### config.mk
export PLATFORM = sky130hd
export DESIGN_NAME = mix_columns_iter
export DESIGN_NICKNAME = d
export VERILOG_FILES = /design/src/rtl/mix_columns_iter.sv
export SDC_FILE = /design/constraint.sdc
export NUM_CORES = 1
export LEC_CHECK = 0
export CORE_ASPECT_RATIO = 0.9
export CORE_UTILIZATION = 57
export CTS_BUF_LIST = sky130_fd_sc_hd__clkbuf_2 sky130_fd_sc_hd__clkbuf_4 sky130_fd_sc_hd__clkbuf_8
export DETAILED_ROUTE_END_ITERATION = 7
export PLACE_DENSITY = 0.88
export SLEW_MARGIN = 15
export SYNTH_ARGS = -nofsm -noshare
export SYNTH_HDL_FRONTEND = slang
export SYNTH_SLANG_ARGS = --single-unit
### constraint.sdc
create_clock -name clk -period 7.55 [get_ports clk]
set_clock_uncertainty 0.15 [all_clocks]
set_input_delay 1.51 -clock clk [delete_from_list [all_inputs] [get_ports clk]]
set_output_delay 1.51 -clock clk [all_outputs]
set_load 0.02 [all_outputs]
### src/rtl/mix_columns_iter.sv
// rtl/mix_columns_iter.sv - iterative AES MixColumns, one column per cycle, valid/ready on both sides
// Optional InvMixColumns support is enabled by defining INV_MIX_COLUMNS_EN (adds the Decrypt port).
module mix_columns_iter #(
  parameter int word_size  = 8,
  parameter int array_size = 16
) (
  input  logic                                clk,
  input  logic                                rst_n,
  input  logic                                In_Valid,
  output logic                                In_Ready,
  input  logic [0:word_size*array_size-1]     Data,
  input  logic                                Last_Round,
`ifdef INV_MIX_COLUMNS_EN
  input  logic                                Decrypt,
`endif
  output logic                                Out_Valid,
  input  logic                                Out_Ready,
  output logic [0:word_size*array_size-1]     Mixed_Data
);

  typedef enum logic [1:0] {IDLE, MIX, DONE} state_t;

  state_t state, next_state;
  logic [0:word_size*array_size-1] work_q;
  logic [0:word_size*array_size-1] result_q;
  logic [1:0]  col_cnt;
  logic        last_q;
  logic        accept;
  logic [31:0] col_in;
  logic [31:0] col_out;
`ifdef INV_MIX_COLUMNS_EN
  logic        dec_q;
`endif

  function automatic logic [7:0] xtime(input logic [7:0] b);
    xtime = {b[6:0], 1'b0} ^ (b[7] ? 8'h1b : 8'h00);
  endfunction

  // Column packed as {a0,a1,a2,a3}, row 0 in the top byte.
  function automatic logic [31:0] mix_fwd(input logic [31:0] c);
    logic [7:0] a0, a1, a2, a3;
    {a0, a1, a2, a3} = c;
    mix_fwd = {xtime(a0) ^ xtime(a1) ^ a1 ^ a2 ^ a3,
               a0 ^ xtime(a1) ^ xtime(a2) ^ a2 ^ a3,
               a0 ^ a1 ^ xtime(a2) ^ xtime(a3) ^ a3,
               xtime(a0) ^ a0 ^ a1 ^ a2 ^ xtime(a3)};
  endfunction

`ifdef INV_MIX_COLUMNS_EN
  // 09 = 8+1, 0b = 8+2+1, 0d = 8+4+1, 0e = 8+4+2 from the xtime chain.
  function automatic logic [31:0] mix_inv(input logic [31:0] c);
    logic [7:0] a [4];
    logic [7:0] m9 [4], mb [4], md [4], me [4];
    logic [7:0] x2, x4, x8;
    {a[0], a[1], a[2], a[3]} = c;
    for (int i = 0; i < 4; i++) begin
      x2 = xtime(a[i]);
      x4 = xtime(x2);
      x8 = xtime(x4);
      m9[i] = x8 ^ a[i];
      mb[i] = x8 ^ x2 ^ a[i];
      md[i] = x8 ^ x4 ^ a[i];
      me[i] = x8 ^ x4 ^ x2;
    end
    mix_inv = {me[0] ^ mb[1] ^ md[2] ^ m9[3],
               m9[0] ^ me[1] ^ mb[2] ^ md[3],
               md[0] ^ m9[1] ^ me[2] ^ mb[3],
               mb[0] ^ md[1] ^ m9[2] ^ me[3]};
  endfunction
`endif

  always_ff @(posedge clk or negedge rst_n) begin
    if (!rst_n) state <= IDLE;
    else        state <= next_state;
  end

  always_comb begin
    next_state = state;
    In_Ready   = 1'b0;
    Out_Valid  = 1'b0;
    accept     = 1'b0;
    case (state)
      IDLE: begin
        In_Ready = 1'b1;
        if (In_Valid) begin
          accept     = 1'b1;
          next_state = MIX;
        end
      end
      MIX: begin
        if (col_cnt == 2'd3) next_state = DONE;
      end
      DONE: begin
        Out_Valid = 1'b1;
        if (Out_Ready) next_state = IDLE;
      end
      default: next_state = IDLE;
    endcase
  end

  assign col_in = work_q[{col_cnt, 5'b0} +: 32];

  always_comb begin
    col_out = col_in;
`ifdef INV_MIX_COLUMNS_EN
    if (!last_q) col_out = dec_q ? mix_inv(col_in) : mix_fwd(col_in);
`else
    if (!last_q) col_out = mix_fwd(col_in);
`endif
  end

  always_ff @(posedge clk or negedge rst_n) begin
    if (!rst_n) begin
      work_q   <= '0;
      result_q <= '0;
      col_cnt  <= 2'd0;
      last_q   <= 1'b0;
`ifdef INV_MIX_COLUMNS_EN
      dec_q    <= 1'b0;
`endif
    end else if (accept) begin
      work_q  <= Data;
      last_q  <= Last_Round;
      col_cnt <= 2'd0;
`ifdef INV_MIX_COLUMNS_EN
      dec_q   <= Decrypt;
`endif
    end else if (state == MIX) begin
      result_q[{col_cnt, 5'b0} +: 32] <= col_out;
      col_cnt <= col_cnt + 2'd1;
    end
  end

  assign Mixed_Data = result_q;

endmodule
# --- Word level (Yosys, flattened, before mapping) ---
# Index checks and enable logic that the tools add are counted.
word_totals:
  out_inout_bits: 130
  regBits: 261
  in_bits: 133
  elab_cells: 58
op_classes:
  reduce_logical: 4
  shift: 3
  bitwise: 22
  n_addsub: 2
  n_eq_ne: 6
  n_mux: 16
op_table:
  columns: ["op", "count"]
  rows:
  - ["$shift 129x9->128 const A", 1]
  - ["$shiftx 128x8->129", 1]
  - ["$shiftx 129x9->128", 1]
  - ["$bwmux 128", 1]
  - ["$xor 8x8->8", 16]
  - ["$mux 32", 1]
  - ["$xor 8x5->8", 4]
  - ["$mux 5", 4]
  - ["$mux 2", 5]
  - ["$neg 8->9", 1]
  - ["$not 7->8", 1]
  - ["$ne 2x2->1 const B", 3]
  - ["$pmux 2 s3", 1]
  - ["$eq 2x2->1 const B", 2]
  - ["$mux 1", 4]
  - ["$reduce_and 3->1", 1]
  - ["$add 2x1->2 const B", 1]
  - ["$eq 2x1->1 const B", 1]
  - ["$logic_not 2->1", 1]
  - ["$reduce_and 2->1", 1]
  - ["$reduce_bool 2->1", 1]
  - ["$not 1->1", 1]

# --- Logic depth before layout (Yosys ltp) ---
# Gate-level depths: netlist (run 1).
depth:
  depth_word: 11
  ltp_mapped: 9
  mapped_depth_nobuf: 6

# --- Worst setup path after synthesis (run 1) ---
# No wires, ideal clock.
synth_timing:
  path_kind: "input-to-reg"
  startpoint: "input In_Valid"
  endpoint: "register work_q[100] in the netlist's numbering"
  arrival_time_ns: 2.721
  path_slack_ns: 4.554
  setup_ns: 0.125
  cell_stages: 5
  path_cell_list: "and2_1 clkbuf_1 clkbuf_1 clkbuf_1 mux2_2"
synth_via:
  elab_chain_cells: 2
synth_lines:
  columns: ["element", "line_no", "text"]
  rows:
  - ["from (decl)", "9", "input logic In_Valid,"]
  - ["$mux 1", "85", "if (In_Valid) begin"]
  - ["$mux 1", "82", "case (state)"]
  - ["to (signal assigned)", "122", "work_q <= Data;"]
  - ["to (decl)", "24", "logic [0:word_size*array_size-1] work_q;"]
# Every way passes these cells.
# A chain may end at the register's enable or synchronous reset.

# --- Worst setup path after layout (run 1) ---
layout_timing:
  startpoint: "input In_Valid"
  endpoint: "register work_q[12] in the netlist's numbering"
# Same word-level chain as after synthesis.

==> out/summary.txt, run 1 <==
R2r startpoint -> col_cnt[0]
Yosys top cell area share -> 53.14%
Initial drt markers -> 720
Post-CTS Resized -> 0
Number of max-cap violations -> 0
Number of synthesized register bits -> 261
Final slew viol count -> 0
Global-route wire length before repair -> 54,040 um
Vias post-DR -> 8,909
Slew margin rel. -> 31.58%
DRT Wirelength -> 35,040 um
Worst Setup EP -> work_q[12]
Register area -> 0.006534 sq mm
Setup Total Neg Slack -> 0 ns
Die Span X -> 156.8 um
Layout cells sized above 1 -> 23.56%
Critical Path Sink Type -> flop
Largest net degree at the start of global routing -> 136
Final #Nets -> 1,249
Count leader, synth -> dfrtp_1
Worst reg-to-reg path cell count -> 8
Register area share after synthesis -> 53.14%
Final GP Congestion -> 0.8477
Clock net sink count -> 261
CTS H-Tree Depth -> 2
I/O Pins -> 263
Final hold violation count -> 0
Post-synth EDFFs -> 0
Area Overhead vs Synth -> 30.24%
CP Launch Type -> primary input
CTS buffer count -> 43
Worst hold path class -> reg2reg
DRC Markers -> 0
Starting density of the core -> 58.64%
Mapped Cells -> 867
Post-cts hold buffer count -> 0
Ys async rst share -> 100.0%
Core area -> 0.02096 sq mm
Worst-path maximum fanout -> 79
Full die area -> 0.02215 sq mm
Rows -> 50
Remaining Overflow, GRT -> 0
Vias in the first global route -> 9,454
Ys flop type -> dfrtp_1
Worst R2R End -> Mixed_Data[74]
Wire per inst -> 24.54 um
Deepest clock path buffer count -> 3
N_diodes -> 0
Clock Latency Late Sink -> 0.54 ns
Detail Placement HPWL -> 23,430 um
Mapped Area -> 0.01229 sq mm
Min Tclk post-route -> 3.736 ns
Area leader, netlist -> dfrtp_1
IO buf count -> 262
WS Path Type -> in2reg
Area of the multi-input gates -> 0.005395 sq mm
Period utilisation layout -> 49.48%
Filler cells -> 1,276
Die height -> 141.3 um
Final ANT Viol Nets -> 0
CTS tree -> done
Post-Syn Nets -> 1,004
Placed cell count -> 1,353
CTS clk-pin slew, worst paths -> 0.06 ns
Synth area leaders -> dfrtp_1 (53%), mux2_2 (12%), a22oi_1 (7.8%), mux4_2 (5.9%), xnor3_1 (5.9%)
Status -> finished clean
Pin slew with the least headroom to its limit -> 1.026 ns
Post-CTS setup buffer count -> 0
Syn avg cell area -> 14.18 sq um
WP data arrival -> 4.01 ns
Synth cell types -> 34
Final setup viols -> 0
RSZ-0062 raised after global routing -> no
Tot GR Track Use -> 32.96%
Worst Setup SP -> In_Valid
R2R setup slack -> 4.15 ns
Non-Filler Instances -> 1,428
Antenna violations before repair -> 0
CP required -> 7.82 ns
Achievable Freq -> 0.2677 GHz
Vias per cell -> 6.239
Synth Warn # -> 0
Drt pass-1 iters -> 8
CTS root buf -> clkbuf_8
Hold Crit Depth -> 1
Commonest cells post-synth -> dfrtp_1 (261), a22oi_1 (128), mux2_2 (128)
==> logic make-up after synthesis <==
| kind of cell | after synthesis | share of synthesized area (%) |
|---|---|---|
| adder cells (fa/ha/maj) | 4 | 0.4072 |
| AO/OA/AOI/OAI | 260 | 13.24 |
| flip-flops | 261 | 53.14 |
| XOR/XNOR | 78 | 11.25 |
| multiplexers | 161 | 17.67 |
| AND/OR/NAND/NOR | 22 | 1.039 |
| buffers and inverters | 81 | 3.248 |
==> routing by layer <==
layer / vias to the layer above / global-route usage (%) / part of all wire (%)
li1: 3752 / - / -
met1: 4480 / 43.03 / 38
met2: 565 / 52.44 / 48
met3: 112 / 7.758 / 10
met4: 0 / 15.79 / 4.0
met5: - / 0 / 0
==> through the flow <==
stage               area [sq um]  hold WS (ns)  setup slack [ns]  util, %
floorplan                  12290        0.3252             4.554        -
global placement           15040        0.3355             3.338    71.77
detailed placement         15050        0.3410             3.302    71.81
CTS                        16010        0.3549             3.811    76.37
global route               16010        0.3601             3.696    76.38
finish                     16010        0.3481             3.814    76.38
==> sequential cells by signal (all words and copies together), names as in the netlist <==
register    flops
last_q          1
Mixed_Data    128
work_q        128
col_cnt         2
state           2
==> worst max-delay path, cell delays in order <==
cell and delay [ns]:
clkdlybuf4s50_1 0.50, and2_4 0.81, buf_4 0.66, mux2_2 0.41
==> worst min path at each step <==
stage / from / endpoint / slack [ns]
global placement: work_q[95] / work_q[95] / 0.34
detailed placement: work_q[99] / work_q[99] / 0.34
floorplan: work_q[64] / work_q[64] / 0.33
CTS: work_q[91] / work_q[91] / 0.35
finish: work_q[68] / work_q[68] / 0.35
global route: work_q[68] / work_q[68] / 0.36
==> cell type report <==
class                      instances  share of cell area [%]
inverter                           5                  0.1173
multi-input combinational        525                   33.71
clock inverter                     3                  0.2501
sequential                       261                   40.82
tap                              286                   2.236
clock buffer                      72                   5.722
timing repair buffer             276                   17.15
==> layout by cell type (no fill, tap or decap), types with 2 or more instances in the layout <==
cell             instances
xor2_1                  11
xnor2_1                 16
mux2_2                 128
ha_1                     4
nand3b_1                 4
or4_1                    3
dfrtp_1                259
dfrtp_2                  2
nor2_1                   5
mux4_2                  32
clkbuf_8                60
clkdlybuf4s50_1        261
xnor2_2                  3
nor3_2                   2
nand2_1                  2
o21ai_1                 79
buf_4                   13
inv_1                    5
xor3_1                   8
xnor2_4                  4
clkbuf_4                12
clkinv_2                 2
o21ai_0                 51
a22oi_1                128
xor2_2                   3
xnor3_1                 32
Power of run 1 is left out: the tool's default activity adds up to more than one toggle a clock period on the data nets, which glitch-free logic cannot reach.
==> run 2, diff against run 1 <==
--- a/config.mk
+++ b/config.mk
@@ -6,10 +6,10 @@
 export NUM_CORES = 1
 export LEC_CHECK = 0
 export CORE_ASPECT_RATIO = 0.9
-export CORE_UTILIZATION = 57
+export CORE_UTILIZATION = 53
 export CTS_BUF_LIST = sky130_fd_sc_hd__clkbuf_2 sky130_fd_sc_hd__clkbuf_4 sky130_fd_sc_hd__clkbuf_8
 export DETAILED_ROUTE_END_ITERATION = 7
-export PLACE_DENSITY = 0.88
+export PLACE_DENSITY = 0.83
 export SLEW_MARGIN = 15
 export SYNTH_ARGS = -nofsm -noshare
 export SYNTH_HDL_FRONTEND = slang
==> constraint.sdc (replaced) <==
create_clock -name clk -period 3.7 [get_ports clk]
set_clock_uncertainty 0.15 [all_clocks]
set_input_delay 0.74 -clock clk [delete_from_list [all_inputs] [get_ports clk]]
set_output_delay 0.74 -clock clk [all_outputs]
set_load 0.02 [all_outputs]
==> out/summary.txt, run 2 (same netlist as run 1, synthesis figures left out) <==
DRT Wirelength -> 35,600 um (+1.6%)
I/O Pins -> 263 (unchanged)
Slowest CP cell -> dfrtp_2
Final ANT Viol Nets -> 0 (unchanged)
CTS buffer count -> 42 (-2.3%)
Min Tclk post-route -> 3.050 ns
Number of max-cap violations -> 0 (unchanged)
R2R setup slack -> 0.65 ns (-3.50 ns)
Global-route wire length before repair -> 54,630 um (+1.1%)
Starting density of the core -> 54.28% (-4.4 points)
N_diodes -> 0 (unchanged)
Commonest cells after routing, fill and taps aside -> clkdlybuf4s50_1 (261), dfrtp_1 (259), mux2_2 (128), a22oi_1 (128), o21ai_1 (79)
Achievable Freq -> 0.3278 GHz
Failing checks -> hold timing
Clock Latency Late Sink -> 0.56 ns (+0.02 ns)
Final Cell Area -> 0.01604 sq mm (+0.23%)
Post-CTS Resized -> 0 (unchanged)
Remaining Overflow, GRT -> 0 (unchanged)
Delay-heaviest family, CP -> XOR/XNOR gates
WS Path Type -> reg2reg
Core area -> 0.02264 sq mm (+8.0%)
Antenna violations before repair -> 2 (+2)
Final setup viols -> 0 (unchanged)
Post-cts hold buffer count -> 0 (unchanged)
DP Area -> 0.01517 sq mm (+0.82%)
Max stage delay on crit path -> 0.88 ns (+0.07 ns)
Period utilisation layout -> 82.44%
Final GP Congestion -> 0.8874 (+4.7%)
CTS H-Tree Depth -> 2 (unchanged)
Rows -> 52 (+4.0%)
Hold Slack -> -0.007461 ns (-0.3556 ns)
RSZ-0062 raised after global routing -> no
Critical Path Sink Type -> flop
Wire per inst -> 24.69 um (+0.62%)
Post-CTS setup buffer count -> 0 (unchanged)
Drt pass-1 iters -> 6 (-2)
Initial drt markers -> 1,044 (+45%)
CP Launch Type -> flop
Most common cell after layout, fill and taps aside -> clkdlybuf4s50_1
Area Overhead vs Synth -> 30.53%
Worst-path maximum fanout -> 34 (-57%)
Full die area -> 0.02380 sq mm (+7.4%)
DRC Markers -> 0 (unchanged)
Final hold violation count -> 3 (+3)
CTS clk-pin slew, worst paths -> 0.07 ns (about the same)
Vias per cell -> 6.165 (-1.2%)
Die height -> 146.5 um (+3.7%)
WP data arrival -> 3.33 ns (-0.68 ns)
Status -> complete, but fails checks
CTS root buf -> clkbuf_8
IO buf count -> 262 (unchanged)
Deepest clock path buffer count -> 3 (unchanged)
Worst hold path class -> in2async
Final #Nets -> 1,257 (+0.64%)
Layout cells sized above 1 -> 23.67% (+0.11 points)
CTS tree -> done
Detail Placement HPWL -> 25,000 um (+6.7%)
Vias post-DR -> 8,890 (-0.21%)
Clock net sink count -> 261 (unchanged)
Tot GR Track Use -> 30.85% (-2.1 points)
Slew margin rel. -> 47.10% (+16 points)
Vias in the first global route -> 8,905 (-5.8%)
Final slew viol count -> 0 (unchanged)
CP Buf/Inv Count -> 1 (-1)
Setup Total Neg Slack -> 0 ns (unchanged)
Pin slew with the least headroom to its limit -> 0.7935 ns (-0.2328 ns)
Die Span X -> 162.5 um (+3.7%)
Largest net degree at the start of global routing -> 97 (-29%)
CP required -> 3.97 ns (-3.85 ns)
Critical-path cell list -> buf_4 > mux4_2 > xnor3_1 > xnor2_1 > o21ai_0
## run 2: layout make-up
cell class,count,area [sq um]
Clock buffer,58,735.7
Fill cell,1526,6599
Inverter,5,18.77
Timing Repair Buffer,285,2863
Tap cell,297,371.6
Sequential cell,261,6534
Multi-Input combinational cell,525,5385
Clock inverter,11,135.1
## run 2: layer usage
metal | track usage (%) | vias up | wire [um]
met4 | 10.85 | 0 | 1090
met2 | 46.67 | 598 | 16320
li1 | - | 3775 | -
met3 | 9.545 | 80 | 4144
met5 | 0 | - | 0
met1 | 42.29 | 4437 | 14040
## run 2: path summary, 6_finish.rpt
path                                   from        endpoint  depth (start not counted)
min in group clk                work_q[123]     work_q[123]                          1
worst max-delay path             col_cnt[1]  Mixed_Data[69]                          5
max in group asynchronous             rst_n  Mixed_Data[91]                          2
worst max register to register   col_cnt[1]  Mixed_Data[69]                          5
worst min-delay path                  rst_n  Mixed_Data[71]                          1
worst min register to register  work_q[123]     work_q[123]                          1
## run 2: stage by stage
stage               utilization [%]  setup slack [ns]  cells
floorplan                         -             1.247    867
global placement              67.01            0.7543   1373
detailed placement            67.01            0.6518   1373
CTS                           70.86            0.6462   1442
global route                  70.86            0.5340   1442
finish                        70.86            0.6497   1442
Power of run 2 is left out for the same reason.
==> run 3, diff against run 2 <==
==> constraint.sdc (replaced) <==
create_clock -name clk -period 3 [get_ports clk]
set_clock_uncertainty 0.15 [all_clocks]
set_input_delay 0.6 -clock clk [delete_from_list [all_inputs] [get_ports clk]]
set_output_delay 0.6 -clock clk [all_outputs]
set_load 0.02 [all_outputs]
==> out/summary.txt, run 3 (same netlist as run 1, synthesis figures left out) <==
N_diodes -> 0 (unchanged)
CP Launch Type -> flop
Achievable Freq -> 0.3589 GHz (+9.5%)
Commonest cells after routing, fill and taps aside -> clkdlybuf4s50_1 (261), dfrtp_1 (259), mux2_2 (128), a22oi_1 (128), o21ai_1 (79)
Worst Setup EP -> Mixed_Data[73]
Final GP Congestion -> 0.8630 (-2.7%)
WP data arrival -> 3.09 ns (-0.24 ns)
Drt pass-1 iters -> 8 (+2)
CTS clk-pin slew, worst paths -> 0.07 ns (about the same)
Vias per cell -> 6.158 (-0.11%)
IO buf count -> 262 (unchanged)
Delay-heaviest family, CP -> simple AND/OR/NAND/NOR gates
Most frequent CP cell -> buf_4
Clock Latency Late Sink -> 0.54 ns (-0.02 ns)
Wire per inst -> 24.17 um (-2.1%)
Final slew viol count -> 0 (unchanged)
CTS root buf -> clkbuf_8
R2R setup slack -> 0.21 ns (-0.44 ns)
Period utilisation layout -> 92.88% (+10 points)
Initial drt markers -> 1,005 (-3.7%)
Worst Setup SP -> col_cnt[0]
CTS H-Tree Depth -> 2 (unchanged)
DRC Markers -> 0 (unchanged)
Deepest clock path buffer count -> 3 (unchanged)
Final #Nets -> 1,274 (+1.4%)
RSZ-0062 raised after global routing -> no
Number of max-cap violations -> 0 (unchanged)
Starting density of the core -> 54.28% (unchanged)
Core area -> 0.02264 sq mm (unchanged)
Slew margin rel. -> 26.09% (-21 points)
R2r startpoint -> col_cnt[0]
DRT Wirelength -> 35,400 um (-0.55%)
Remaining Overflow, GRT -> 0 (unchanged)
Full die area -> 0.02380 sq mm (unchanged)
Most common cell after layout, fill and taps aside -> clkdlybuf4s50_1
CP required -> 3.31 ns (-0.66 ns)
Detail Placement HPWL -> 25,130 um (+0.53%)
Layout cells sized above 1 -> 25.09% (+1.4 points)
CP Buf/Inv Count -> 3 (+2)
Rows -> 52 (unchanged)
Post-CTS Resized -> 0 (unchanged)
Vias in the first global route -> 9,234 (+3.7%)
Final setup viols -> 0 (unchanged)
Critical-path cell list -> buf_4 > inv_1 > ha_1 > nand3b_1 > nor3_2 > buf_4 > a22oi_1 > o21ai_1
I/O Pins -> 263 (unchanged)
Final hold violation count -> 0 (-3)
Critical path depth in cells -> 8 (+3)
Clock net sink count -> 261 (unchanged)
WS Path Type -> reg2reg
Setup Total Neg Slack -> 0 ns (unchanged)
Worst hold path class -> reg2reg
Global-route wire length before repair -> 55,010 um (+0.68%)
Worst-path maximum fanout -> 12 (-65%)
Pin slew with the least headroom to its limit -> 1.103 ns (+0.3091 ns)
Worst reg-to-reg path cell count -> 8 (+3)
CTS buffer count -> 42 (unchanged)
Die Span X -> 162.5 um (unchanged)
Status -> finished clean
Die height -> 146.5 um (unchanged)
Largest net degree at the start of global routing -> 87 (-10%)
Vias post-DR -> 9,022 (+1.5%)
CTS tree -> done
Area Overhead vs Synth -> 32.05%
Final ANT Viol Nets -> 0 (unchanged)
Critical Path Sink Type -> flop
Max stage delay on crit path -> 0.89 ns (about the same)
Antenna violations before repair -> 1 (-1)
Worst R2R End -> Mixed_Data[73]
Tot GR Track Use -> 30.82% (-0.032 points)
Min Tclk post-route -> 2.787 ns (-0.2637 ns)
Slowest CP cell -> nor3_2
==> run 3: cell count changes in the layout (fill, tap and decap cells not counted) <==
cell	previous run	this run
clkbuf_4	10	15
clkinv_4	0	1
clkbuf_8	48	53
inv_6	0	1
bufinv_16	3	0
buf_4	18	31
clkinv_2	6	3
buf_12	5	8
dlygate4sd3_1	0	1
==> run 3: worst min path at each step <==
| stage | start | to | slack, ns | cells past startpoint |
|---|---|---|---|---|
| 4_1_cts | work_q[97] | work_q[97] | 0.35 | 1 |
| 5_1_grt | work_q[2] | work_q[2] | 0.37 | 1 |
| 6_report | work_q[41] | work_q[41] | 0.35 | 1 |
| 3_3_place_gp | work_q[27] | work_q[27] | 0.33 | 1 |
| 3_5_place_dp | work_q[97] | work_q[97] | 0.34 | 1 |
| 2_1_floorplan | rst_n | Mixed_Data[0] | 0.15 | 0 |
==> run 3: metal layers <==
| layer | wire (um) | global-route usage, % |
|---|---|---|
| met1 | 13560 | 42.66 |
| met2 | 16230 | 45.90 |
| met3 | 4239 | 8.949 |
| met4 | 1365 | 12.26 |
| met5 | 13 | 0 |
==> run 3: layout make-up <==
class                           count  area [sq um]
Clock inverter                      7         47.55
Tap cell                          297         371.6
Fill cell                        1503          6412
Sequential cell                   261          6534
Inverter                            5         18.77
Clock buffer                       68         842.1
Multi-Input combinational cell    525          5385
Timing Repair Buffer              302          3030
==> run 3: stage by stage <==
step	worst slack, ns	util [%]	hold WS [ns]	cells	instance area, sq um
5_1_grt	0.1087	71.68	0.3686	1465	16230
3_5_place_dp	0.3101	67.71	0.3409	1389	15330
2_1_floorplan	0.5470	-	0.1544	867	12290
6_report	0.2135	71.68	0.3525	1465	16230
3_3_place_gp	0.3594	67.71	0.3340	1389	15330
4_1_cts	0.2841	71.68	0.3544	1465	16230
==> run 3: repair_timing <==
item	in CTS	in global routing
setup buffers	0	0
hold buffers	1	0
endpoints found under the hold margin	82	0
Power of run 3 is left out for the same reason.
